File: src/rtl/operand_stage_if.sv
// Operand-stage bus: fetch/control inputs, register-file ports, phase outputs.
// Latency: pure wiring, no state.
// Backpressure: mem_wait travels here and stretches the M phase of the stage.
interface operand_stage_if #(
  parameter int N = 32
);
  // Control and data arriving from the rest of the core
  logic         start;
  logic [31:0]  ir_in;
  logic         mem_wait;
  logic         wb_en;
  logic [N-1:0] result;
  logic [N-1:0] rd1;
  logic [N-1:0] rd2;

  // Sequencing state and register-file port signals produced by the stage
  logic [4:0]   phase;
  logic         busy;
  logic [31:0]  ir;
  logic [2:0]   ra1;
  logic [2:0]   ra2;
  logic [2:0]   wa;
  logic [N-1:0] wd;
  logic         we;
  logic [N-1:0] sr;
  logic [N-1:0] tr;
  logic [N-1:0] icount;

  // The operand stage itself
  modport master (
    input  start, ir_in, mem_wait, wb_en, result, rd1, rd2,
    output phase, busy, ir, ra1, ra2, wa, wd, we, sr, tr, icount
  );

  // The surrounding core: memory, register file, PC/ALU/memory stages
  modport slave (
    output start, ir_in, mem_wait, wb_en, result, rd1, rd2,
    input  phase, busy, ir, ra1, ra2, wa, wd, we, sr, tr, icount
  );
endinterface

File: src/rtl/operand_stage.sv
// F/R/X/M/W phase sequencer with instruction latch, operand capture and write-back port.
// Latency: 5 cycles per instruction from F to the W edge; start in IDLE gives F next cycle.
// Backpressure: mem_wait high holds the sequencer in M; start is ignored while busy.
module operand_stage #(
  parameter int N = 32
) (
  input  logic            clk,
  input  logic            rst,
  operand_stage_if.master bus
);

  // The state encoding is the one-hot phase vector itself, so phase comes
  // straight from a flop with no decode logic behind it.
  typedef enum logic [4:0] {
    S_IDLE = 5'b00000,
    S_F    = 5'b00001,
    S_R    = 5'b00010,
    S_X    = 5'b00100,
    S_M    = 5'b01000,
    S_W    = 5'b10000
  } state_t;

  localparam logic [4:0] HALT_OP = 5'b11111;

  state_t       state_q;
  state_t       state_d;
  logic [31:0]  ir_q;
  logic [N-1:0] sr_q;
  logic [N-1:0] tr_q;
  logic [N-1:0] icount_q;
  logic [2:0]   ra1;
  logic [2:0]   ra2;
  logic [2:0]   wa;
  logic         is_halt;

  // Register-file addresses are fixed fields of the latched instruction
  assign ra1     = ir_q[23:21];
  assign ra2     = ir_q[20:18];
  assign wa      = ir_q[26:24];
  assign is_halt = (ir_q[31:27] == HALT_OP);

  // Phase register; reset drops the block into IDLE from any phase
  always_ff @(posedge clk or posedge rst) begin
    if (rst) begin
      state_q <= S_IDLE;
    end else begin
      state_q <= state_d;
    end
  end

  // Next phase: fixed F->R->X->M walk, M stretched by mem_wait, HALT parks in IDLE
  always_comb begin
    state_d = state_q;
    case (state_q)
      S_IDLE: begin
        if (bus.start) begin
          state_d = S_F;
        end
      end
      S_F: state_d = S_R;
      S_R: state_d = S_X;
      S_X: state_d = S_M;
      S_M: begin
        if (!bus.mem_wait) begin
          state_d = S_W;
        end
      end
      S_W: begin
        if (is_halt) begin
          state_d = S_IDLE;
        end else begin
          state_d = S_F;
        end
      end
      default: state_d = S_IDLE;
    endcase
  end

  // Instruction latch loads the fetched word at the end of F
  always_ff @(posedge clk or posedge rst) begin
    if (rst) begin
      ir_q <= '0;
    end else if (state_q == S_F) begin
      ir_q <= bus.ir_in;
    end
  end

  // Operand capture at the end of R; r0 always reads as zero
  always_ff @(posedge clk or posedge rst) begin
    if (rst) begin
      sr_q <= '0;
      tr_q <= '0;
    end else if (state_q == S_R) begin
      sr_q <= (ra1 == 3'd0) ? '0 : bus.rd1;
      tr_q <= (ra2 == 3'd0) ? '0 : bus.rd2;
    end
  end

  // Retire counter bumps at the end of every W, HALT included; wraps naturally
  always_ff @(posedge clk or posedge rst) begin
    if (rst) begin
      icount_q <= '0;
    end else if (state_q == S_W) begin
      icount_q <= icount_q + 1'b1;
    end
  end

  assign bus.phase  = state_q;
  assign bus.busy   = (state_q != S_IDLE);
  assign bus.ir     = ir_q;
  assign bus.ra1    = ra1;
  assign bus.ra2    = ra2;
  assign bus.wa     = wa;
  assign bus.sr     = sr_q;
  assign bus.tr     = tr_q;
  assign bus.icount = icount_q;
  assign bus.wd     = bus.result;
  // Write enable follows the phase flop directly, so reset kills it without a clock
  assign bus.we     = state_q[4] & bus.wb_en & (wa != 3'd0);

endmodule

File: src/flat_wrapper.sv
// flat-port wrapper written by rule: the top's interface ports become plain ports
module operand_stage_flat 
#(
  parameter int N = 32
)
  (clk, rst, bus_start, bus_ir_in, bus_mem_wait, bus_wb_en, bus_result, bus_rd1, bus_rd2, bus_phase, bus_busy, bus_ir, bus_ra1, bus_ra2, bus_wa, bus_wd, bus_we, bus_sr, bus_tr, bus_icount);
  operand_stage_if #(.N(N)) bus_i ();
  input  logic clk;
  input  logic rst;
  input wire logic [$bits(bus_i.start)-1:0] bus_start;
  input wire logic [$bits(bus_i.ir_in)-1:0] bus_ir_in;
  input wire logic [$bits(bus_i.mem_wait)-1:0] bus_mem_wait;
  input wire logic [$bits(bus_i.wb_en)-1:0] bus_wb_en;
  input wire logic [$bits(bus_i.result)-1:0] bus_result;
  input wire logic [$bits(bus_i.rd1)-1:0] bus_rd1;
  input wire logic [$bits(bus_i.rd2)-1:0] bus_rd2;
  output wire logic [$bits(bus_i.phase)-1:0] bus_phase;
  output wire logic [$bits(bus_i.busy)-1:0] bus_busy;
  output wire logic [$bits(bus_i.ir)-1:0] bus_ir;
  output wire logic [$bits(bus_i.ra1)-1:0] bus_ra1;
  output wire logic [$bits(bus_i.ra2)-1:0] bus_ra2;
  output wire logic [$bits(bus_i.wa)-1:0] bus_wa;
  output wire logic [$bits(bus_i.wd)-1:0] bus_wd;
  output wire logic [$bits(bus_i.we)-1:0] bus_we;
  output wire logic [$bits(bus_i.sr)-1:0] bus_sr;
  output wire logic [$bits(bus_i.tr)-1:0] bus_tr;
  output wire logic [$bits(bus_i.icount)-1:0] bus_icount;
  assign bus_i.start = bus_start;
  assign bus_i.ir_in = bus_ir_in;
  assign bus_i.mem_wait = bus_mem_wait;
  assign bus_i.wb_en = bus_wb_en;
  assign bus_i.result = bus_result;
  assign bus_i.rd1 = bus_rd1;
  assign bus_i.rd2 = bus_rd2;
  assign bus_phase = bus_i.phase;
  assign bus_busy = bus_i.busy;
  assign bus_ir = bus_i.ir;
  assign bus_ra1 = bus_i.ra1;
  assign bus_ra2 = bus_i.ra2;
  assign bus_wa = bus_i.wa;
  assign bus_wd = bus_i.wd;
  assign bus_we = bus_i.we;
  assign bus_sr = bus_i.sr;
  assign bus_tr = bus_i.tr;
  assign bus_icount = bus_i.icount;
  operand_stage #(.N(N)) u_core (.clk(clk), .rst(rst), .bus(bus_i));
endmodule
File: config.mk
export PLATFORM = sky130hd
export DESIGN_NAME = operand_stage_flat
export DESIGN_NICKNAME = d
export VERILOG_FILES = /design/src/rtl/operand_stage_if.sv /design/src/rtl/operand_stage.sv /design/src/flat_wrapper.sv
export SDC_FILE = /design/constraint.sdc
export NUM_CORES = 1
export LEC_CHECK = 0
export BUFFER_PORTS_ARGS = -buffer_cell sky130_fd_sc_hd__clkbuf_2
export CAP_MARGIN = 20
export CORE_AREA = 2 2 119 121
export DETAILED_ROUTE_END_ITERATION = 6
export DIE_AREA = 0 0 121 123
export PLACE_DENSITY = 0.78
export SETUP_SLACK_MARGIN = 0.5
export SYNTH_ARGS = -nofsm -noshare
export SYNTH_HDL_FRONTEND = slang
export SYNTH_SLANG_ARGS = --single-unit
File: constraint.sdc
create_clock -name clk -period 11.6 [get_ports clk]
set_input_delay 1.74 -clock clk [delete_from_list [all_inputs] [get_ports clk]]
set_output_delay 1.74 -clock clk [all_outputs]
set_load 0.03 [all_outputs]
==> results by group, run 1 <==
GRT
  • Largest net degree at the start of global routing: 130
  • Initial antenna violation count: 0
  • Global-route wire length before repair: between 20 and 25 mm
  • All-Layer GR Usage: 0.181
  • Number of global-route vias before repair: 4228
  • Grt ovf: 0

Routing
  • # DRC: 0
  • Total wire length: 13.0 mm
  • Detailed-route wire length per cell: 13.9 microns
  • Vias: around 4500
  • Iter 0 DRT Violations: between 150 and 200
  • Final ANT Viol Nets: 0
  • Drt first pass iters: 4
  • Vias/cell: 4.79

STA
  • Worst-Margin Slew: 0.885 ns
  • RSZ-0062 raised after global routing: no
  • Final setup violation count: 0
  • Final min period: 3.90 ns
  • Pins Over Slew Limit: 0
  • Worst hold slack: 0.474 ns
  • Crit share post-route: 0.336
  • Setup Total Neg Slack: 0 ns
  • Endpoints failing hold: 0
  • Max-Slew Margin vs Limit: 0.410
  • Max Fclk: 256 MHz
  • Clk_skew: 0.00532 ns

Worst setup path
  • Worst setup path class: in -> out
  • Crit-path max FO: 1
  • Startpoint types: input pin
  • WP data required: 9.86 ns
  • Critical Path End Type: output port
  • Worst EP arrival: approximately 2.2 ns

Floorplan
  • Initial Util: 0.420
  • Die X-Extent: 121 microns
  • Core area: about 0.014 sq mm
  • DIE AREA: 0.0149 sq mm
  • Row count: 43
  • Io pins: between 300 and 400
  • Die height: 123 microns

Cells and area
  • Final net count: 873
  • Most frequent cells in the layout: 244 x clkbuf_2, 137 x nand2_1, 133 x dfrtp_1
  • Area delta synth->final: 28.4%
  • Layout cell share with drive strength beyond 1: 0.419
  • Diodes inserted: 0
  • End-of-flow core utilization: 0.540
  • Most common cell after layout, fill and taps aside: clkbuf_2

Placement
  • Buffers added on ports: 244
  • Gpl congestion: ~0.77
  • HPWL after DPL: 9.23 mm

Run
  • Max cap viols: 0

Pwr
  • Worst vdd ir: roughly 0.18 mV
  • Power density cells: 300 mW/mm^2
  • Static Leak: between 3 and 4 nW
  • Total Power: 2.20 mW

Synthesis
  • Synth Net Count: 677
  • Mapped Cells: 543
  • Mean Syn Cell Area: 10.5 sq um
  • Mapped Area: between 0.005 and 0.006 sq mm
  • Ys Warns: 0
  • Synth cell types: 29
  • Seq/Total Area, Yosys: 0.582
  • Synth Register Bits: 133

Clock network
  • CTS sink count: 133
  • Post-cts gate resize count: 0
  • Hold-fix buffers, CTS: 0
  • Worst-skew pair later-pin latency: ~0.4 ns
  • CTS root buffer: clkbuf_16
  • CTS max path bufs: 2
  • CTS buffer count: 17
  • Reg clk slew, reported paths: ~0.050 ns
  • Post-CTS Setup Inserts: 0
  • TritonCTS clock tree: yes
  • H-tree depth: 4

Worst hold path
  • HP Class: reg -> reg

Outcome
  • Status: finished, final reports clean
[per-layer routing]
layer,GRT usage,vias to the layer above,share of wire
met5,0,-,0
li1,-,2164,-
met3,0.0572,24,0.072
met1,0.225,2091,0.42
met2,0.287,185,0.49
met4,0.0858,0,0.024
[state kept, by name, summed over array words and instances, names as in the netlist]
name / flops
u_core.bus.icount: 32
u_core.bus.phase: 5
u_core.bus.ir: 32
u_core.bus.sr: 32
u_core.bus.tr: 32
[power breakdown]
part / switching, mW / internal, mW / total, mW / leakage (nW)
clock: 0.187 / 0.296 / 0.484 / 0.262
combinational: 0.666 / 0.300 / 0.966 / 1.96
sequential: 0.112 / 0.639 / 0.751 / 1.69
total: 0.965 / 1.24 / 2.20 / 3.91
[final cells by class]
type	instances	area, sq um
sequential	133	3330
tap	180	225
fill	1247	6260
inverter	5	21.3
timing repair buffer	250	1310
clock inverter	10	83.8
clock buffer	21	450
multi-input combinational	332	1920
[critical path, cell delays in order]
cell and delay, ns:
clkbuf_2 0.08, o311a_1 0.15, clkbuf_2 0.20
[path summary, 6_finish.rpt]
kind / start / end / slack, ns / depth (start not counted)
max in group asynchronous: rst / u_core.bus.icount[20]$_DFFE_PP0N_ / 8.74 / 3
hold / removal: u_core.bus.sr[0]$_DFFE_PP0P_ / u_core.bus.sr[0]$_DFFE_PP0P_ / 0.47 / 2
hold reg to reg: u_core.bus.sr[0]$_DFFE_PP0P_ / u_core.bus.sr[0]$_DFFE_PP0P_ / 0.47 / 2
setup / recovery: bus_wb_en / bus_we / 7.70 / 3
setup reg to reg: u_core.bus.phase[1]$_DFFE_PP0P_ / u_core.bus.icount[26]$_DFFE_PP0N_ / 9.42 / 4
min in group asynchronous: rst / u_core.bus.sr[5]$_DFFE_PP0P_ / 1.46 / 2
[synthesized netlist by cell type]
cell type | number | area share
or3_1 | 2 | 0.0022
clkbuf_1 | 23 | 0.015
and2_0 | 1 | 0.0011
or4_4 | 1 | 0.0020
nand3b_1 | 2 | 0.0026
buf_1 | 1 | 0.00066
and4b_1 | 1 | 0.0017
ha_1 | 1 | 0.0022
and3_1 | 5 | 0.0055
nand3_1 | 10 | 0.0087
nor3_4 | 1 | 0.0028
inv_1 | 5 | 0.0033
nor3_1 | 2 | 0.0017
nor4_1 | 2 | 0.0022
xor2_1 | 1 | 0.0015
and4_1 | 8 | 0.012
xnor2_1 | 30 | 0.046
buf_4 | 43 | 0.056
buf_6 | 1 | 0.0020
nand2_1 | 137 | 0.090
buf_2 | 5 | 0.0044
and2_1 | 5 | 0.0055
nor2_1 | 5 | 0.0033
o21ai_0 | 65 | 0.057
mux2_2 | 34 | 0.067
o311a_1 | 1 | 0.0017
nand4_1 | 17 | 0.019
a31oi_1 | 1 | 0.0011
dfrtp_1 | 133 | 0.58
[stage by stage]
stage | area, sq um | setup slack, ns | instances
after CTS | 7290 | 7.70 | 929
after global placement | 6740 | 7.70 | 897
after global routing | 7350 | 7.68 | 931
after floorplan | 5720 | 6.31 | 543
after detailed placement | 6760 | 7.70 | 898
final | 7350 | 7.70 | 931
[logic make-up after synthesis]
kind of cell	Yosys count	synth area share
simple gates	199	0.160
flops	133	0.582
buf+inv	78	0.0818
compound gates	67	0.0597
mux	34	0.0669
xor+xnor	31	0.0475
fa+ha+maj	1	0.00219
No activity file was read; power rests on OpenSTA's default activity.
==> run 2, diff against run 1 <==
ABC_AREA = 1   (was unset)
CORE_AREA = unset   (was 2 2 119 121)
CORE_UTILIZATION = 42   (was unset)
DIE_AREA = unset   (was 0 0 121 123)
PLACE_DENSITY = 0.79   (was 0.78)
clock period = 3.55 ns   (was 11.6 ns; I/O delays follow)
==> run 2 against run 1 <==
Compared with the run above:
- register-to-register slack got worse by 7.6 ns
- area after synthesis rose by 7.7%
- combinational power rose to 3.3 times the previous value
- flip-flop and latch count did not move
- hold slack got worse by 0.16 ns
==> results by group, run 2 <==
STA
  • Setup ws final: 1.58 ns
  • Pins Over Slew Limit: 0
  • Worst-Margin Slew: 0.705 ns
  • Final min period: 1.97 ns
  • Endpoints failing hold: 0
  • Worst hold slack: 0.313 ns
  • Crit share post-route: 0.555
  • Setup Total Neg Slack: 0 ns
  • Final setup violation count: 0
  • Max Fclk: 507 MHz
  • RSZ-0062 raised after global routing: no
  • Clk_skew: ~0.012 ns
  • Max-Slew Margin vs Limit: 0.530

Floorplan
  • Die height: 123 microns
  • Io pins: 309
  • Row count: 43
  • DIE AREA: between 0.015 and 0.02 sq mm
  • Core area: roughly 0.014 sq mm
  • Die X-Extent: 123 microns
  • Initial Util: 0.437

Routing
  • Drt first pass iters: 5
  • Iter 0 DRT Violations: 245
  • Vias: 5341
  • Total wire length: 15.4 mm
  • # DRC: 0
  • Final ANT Viol Nets: 0
  • Vias/cell: 4.77
  • Detailed-route wire length per cell: 13.8 microns

Cells and area
  • Area delta synth->final: 27.5%
  • Layout cell share with drive strength beyond 1: 0.313
  • End-of-flow core utilization: 0.557
  • Diodes inserted: 0
  • Final net count: 1060
  • Most common cell after layout, fill and taps aside: clkbuf_2
  • Design Area, Final: 0.00785 sq mm
  • Most frequent cells in the layout: 244 x clkbuf_2, 169 x nand2_1, 133 x dfrtp_1

Synthesis
  • Predominant post-synthesis flop cell: dfrtp_1
  • Most common cell in the synthesized netlist: nand2_1
  • Ys async rst share: 1.00
  • Synth cell types: 25
  • Synth top area share: 0.540
  • Synth Net Count: 860
  • Mapped Cells: between 700 and 800
  • Mean Syn Cell Area: 8.48 sq um
  • Synth area leaders: dfrtp_1 54%, nand2_1 10%, nand3_1 7.2%
  • Synth Register Bits: 133
  • Seq/Total Area, Yosys: 0.540
  • Mapped Area: 0.00616 sq mm
  • Top cells by count, synth: 169 x nand2_1, 133 x dfrtp_1, 107 x inv_1
  • Post-synth EDFFs: 0
  • Ys Warns: 0
  • Largest area contributor in the netlist: dfrtp_1

Worst setup path
  • Startpoint types: flip-flop
  • WP data required: 3.02 ns
  • Slowest CP cell: dfrtp_1
  • Crit-path max FO: 5
  • Worst EP arrival: about 1.4 ns
  • Crit path largest cell delay: 0.45 ns
  • Worst setup path class: reg -> out
  • Worst-path cell chain: nor2_2, nand3_1, clkbuf_2
  • Reg2reg path depth: 5
  • Critical Path End Type: output port

Placement
  • HPWL after DPL: 10.9 mm
  • Dpl cell area: 0.00724 sq mm
  • Pre-CTS setup slack: 1.77 ns
  • Buffers added on ports: between 200 and 250
  • Gpl congestion: 0.887

Clock network
  • H-tree depth: 4
  • CTS sink count: approximately 130
  • TritonCTS clock tree: yes
  • Reg clk slew, reported paths: roughly 0.060 ns
  • CTS root buffer: clkbuf_16
  • CTS buffer count: 17
  • CTS max path bufs: 2
  • Post-cts gate resize count: 0
  • Hold-fix buffers, CTS: 0
  • Post-CTS Setup Inserts: 0
  • Worst-skew pair later-pin latency: 0.41 ns

GRT
  • Busiest grt layer: met2
  • Global-route wire length before repair: 24.4 mm
  • Number of global-route vias before repair: 4877
  • Met1 usage: 0.268
  • Initial antenna violation count: 0
  • Largest net degree at the start of global routing: 134
  • GR Util met2: 0.333
  • All-Layer GR Usage: 0.210
  • Grt ovf: 0
  • Met3 usage: 0.0729

Worst hold path
  • HP Class: in -> async

Run
  • Max cap viols: 0

Pwr
  • Worst vdd ir: 0.589 mV
  • Power density cells: 942 mW/mm^2
  • Static Leak: 4.24 nW

Outcome
  • Status: finished, final reports clean
-- run 2: changes by cell type after synthesis, moves of 6 or more --
cell,before,now
nor2_1,5,32
nand2_1,137,169
xor2_1,1,7
buf_4,43,50
mux2_2,34,0
o21ai_1,0,9
and4_1,8,0
nand3_1,10,88
xnor2_1,30,9
clkbuf_1,23,8
inv_1,5,107
-- run 2: cell families after synthesis --
| kind of cell | synth area share |
|---|---|
| compound gates | 0.0634 |
| flops | 0.540 |
| buf+inv | 0.140 |
| fa+ha+maj | 0.00203 |
| xor+xnor | 0.0228 |
| simple gates | 0.231 |
-- run 2: per-stage QoR --
stage	total power, mW	std cells
finish	7.40	1119
global route	7.87	1119
CTS	7.43	1118
detailed placement	5.66	1086
global placement	5.55	1085
floorplan	4.80	726
-- run 2: final timing paths --
check / to / slack, ns / startpoint
setup / recovery: bus_busy / 1.58 / u_core.bus.phase[0]$_DFFE_PP0P_
hold / removal: u_core.bus.sr[17]$_DFFE_PP0P_ / 0.31 / rst
setup reg to reg: u_core.bus.ir[18]$_DFFE_PP0N_ / 1.80 / u_core.bus.phase[2]$_DFFE_PP0P_
hold reg to reg: u_core.bus.ir[3]$_DFFE_PP0N_ / 0.49 / u_core.bus.ir[3]$_DFFE_PP0N_
max in group asynchronous: u_core.bus.icount[29]$_DFFE_PP0N_ / 2.70 / rst
min in group clk: u_core.bus.ir[13]$_DFFE_PP0N_ / 0.31 / bus_ir_in[13]
-- run 2: critical path, delay by kind of cell, from the launching register on --
kind	cells	cell delay, ns
simple gates	2	0.37
flops	1	0.45
buf+inv	1	0.22
-- run 2: routing by layer --
metal / vias to the layer above / share of wire
met2: 225 / 0.48
met3: 25 / 0.078
met4: 0 / 0.014
met1: 2449 / 0.43
li1: 2642 / -
met5: - / 0
-- run 2: layout make-up --
| type | count | area (sq um) |
|---|---|---|
| repair buffers | 249 | 1320 |
| clock inverters | 11 | 126 |
| flip-flops and latches | 133 | 3330 |
| well taps | 180 | 225 |
| clock buffers | 21 | 460 |
| inverters | 109 | 413 |
| fillers | 1307 | 6240 |
| multi-input cells | 416 | 1980 |
-- run 2: where the power goes --
group | total (mW) | switching (mW) | internal, mW
Sequential | 2.45 | 0.374 | 2.08
Clock | 1.74 | 0.663 | 1.07
Combinational | 3.21 | 2.34 | 0.869
Total | 7.40 | 3.38 | 4.02
==> run 3, diff against run 2 <==
ABC_AREA = 0   (was 1)
CORE_UTILIZATION = 41   (was 42)
clock period = 1.7 ns   (was 3.55 ns; I/O delays follow)
==> run 3 against run 2 <==
Compared with the run above:
- die area is 4.8% lower
- the run now ends with setup timing left
- final cell count shrank 3.1%
- final area is 44% higher
- flip-flop and latch count did not move
==> results by group, run 3 (same netlist as run 1, synthesis figures left out) <==
Cells and area
  • Design Area, Final: 0.0113 sq mm
  • Most frequent cells in the layout: 114 x dfrtp_1, 104 x buf_8, 103 x buf_4
  • Layout cell share with drive strength beyond 1: 0.674
  • Diodes inserted: 0
  • Final Non-Filler Cells: 1084
  • Area delta synth->final: 98.3%
  • Final net count: 1029
  • End-of-flow core utilization: 0.846
  • Most common cell after layout, fill and taps aside: dfrtp_1

Routing
  • Final ANT Viol Nets: 0
  • Vias/cell: between 5 and 6
  • Total wire length: 24.3 mm
  • Vias: 5705
  • Drt first pass iters: 4
  • Detailed-route wire length per cell: 22.4 microns
  • # DRC: 0
  • Iter 0 DRT Violations: about 430

Pwr
  • Power density cells: approximately 2200 mW/mm^2
  • Worst vdd ir: 1.57 mV
  • Static Leak: approximately 5.7 nW

GRT
  • Largest net degree at the start of global routing: 68
  • Number of global-route vias before repair: 5618
  • Global-route wire length before repair: about 30 mm
  • Initial antenna violation count: 0
  • All-Layer GR Usage: 0.275
  • Grt ovf: 0

Placement
  • HPWL after DPL: 9.73 mm
  • Pre-CTS setup slack: 0.0139 ns
  • Gpl congestion: 0.775
  • Inst Count DP: 908
  • Buffers added on ports: 244
  • Dpl cell area: 0.00701 sq mm

Worst setup path
  • Crit. path cell count: 8
  • Critical path's top delay family: buffers and inverters
  • WP data required: between 2 and 2.5 ns
  • Flop2flop setup slack: -0.09 ns
  • Crit path from: u_core.bus.phase[2]$_DFFE_PP0P_
  • Bufs and invs on worst path: 5
  • Crit path largest cell delay: approximately 0.43 ns
  • Reg2reg path depth: 8
  • Worst setup endpoint: u_core.bus.tr[13]$_DFFE_PP0P_
  • Worst EP arrival: 2.10 ns
  • Worst-path cell chain: nor3_4, nand3b_1, buf_6, buf_12, buf_12, buf_12, buf_16, o21ai_1
  • Critical Path End Type: flip-flop
  • RR Endpoint: u_core.bus.tr[13]$_DFFE_PP0P_
  • Crit path top cell by count: buf_12
  • Slowest CP cell: dfrtp_2
  • Crit-path max FO: 7
  • Startpoint types: flip-flop
  • Worst reg2reg path startpoint: u_core.bus.phase[2]$_DFFE_PP0P_
  • Worst setup path class: reg -> reg

STA
  • Worst-Margin Slew: 0.407 ns
  • Setup ws final: -0.0854 ns
  • Final min period: between 1.5 and 2 ns
  • Pins Over Slew Limit: 0
  • Endpoints failing hold: 0
  • Clk_skew: ~0.0074 ns
  • Final setup violation count: 69
  • Crit share post-route: 1.05
  • Max-Slew Margin vs Limit: 0.729
  • RSZ-0062 raised after global routing: yes
  • Max Fclk: 560 MHz

Clock network
  • CTS max path bufs: 2
  • Worst-skew pair later-pin latency: 0.42 ns
  • Reg clk slew, reported paths: ~0.070 ns
  • TritonCTS clock tree: yes
  • H-tree depth: 4
  • CTS root buffer: clkbuf_16
  • CTS buffer count: 17
  • CTS sink count: around 130

Floorplan
  • Die height: 120 microns
  • Die X-Extent: 120 microns
  • Io pins: 309
  • Row count: 42
  • Core area: 0.0134 sq mm
  • Initial Util: 0.427
  • DIE AREA: 0.0144 sq mm

Run
  • Max cap viols: 0

Worst hold path
  • HP Class: in -> reg

Outcome
  • Status: complete, but fails checks
  • Failing checks: setup timing
==> run 3: power by group <==
| part | switching [mW] | internal [mW] |
|---|---|---|
| logic | 7.16 | 7.97 |
| clock network | 1.49 | 2.36 |
| registers | 1.32 | 4.38 |
==> run 3: worst min-delay path, stage by stage <==
cell and delay [ns]:
clkbuf_2 0.08, nand2_1 0.04, o21ai_1 0.05
==> run 3: repair_timing <==
item,CTS,global route
resized for setup,479,266
pin swaps,78,32
setup endpoints to repair,274,277
gates cloned,14,4
hold buffers,1,0
endpoints found under the hold margin,133,0
setup buffers,69,56
==> run 3: how the worst min path moves through the flow <==
stage	cells past startpoint	slack (ns)	startpoint	to
2_1_floorplan	2	0.39	bus_rd1[0]	u_core.bus.sr[0]$_DFFE_PP0P_
6_report	3	0.05	bus_rd2[0]	u_core.bus.tr[0]$_DFFE_PP0P_
3_3_place_gp	3	0.40	rst	u_core.bus.sr[13]$_DFFE_PP0P_
3_5_place_dp	3	0.41	rst	u_core.bus.sr[13]$_DFFE_PP0P_
4_1_cts	3	0.03	bus_rd1[27]	u_core.bus.sr[27]$_DFFE_PP0P_
5_1_grt	3	0.03	bus_rd2[0]	u_core.bus.tr[0]$_DFFE_PP0P_
==> run 3: layout make-up <==
class / count / area, sq um
Clock inverter: 14 / 174
Timing Repair Buffer: 406 / 4410
Fill cell: 612 / 2060
Clock buffer: 18 / 439
Tap cell: 176 / 220
Inverter: 5 / 25.0
Sequential cell: 133 / 3350
Multi-Input combinational cell: 332 / 2720
==> run 3: per-layer routing <==
metal / up-vias / GRT usage / part of all wire
li1: 2484 / - / -
met1: 2828 / 0.308 / 0.35
met2: 298 / 0.471 / 0.54
met3: 95 / 0.0741 / 0.058
met4: 0 / 0.155 / 0.048
met5: - / 0 / 0
==> run 3: metrics by stage <==
stage	hold WS [ns]	setup TNS [ns]	total power [mW]
3_5_place_dp	0.411	0	12.1
3_3_place_gp	0.404	0	11.9
6_report	0.0510	-2.18	24.7
2_1_floorplan	0.391	-30.33	10.1
5_1_grt	0.0317	-6.25	25.5
4_1_cts	0.0322	-0.00718	21.1
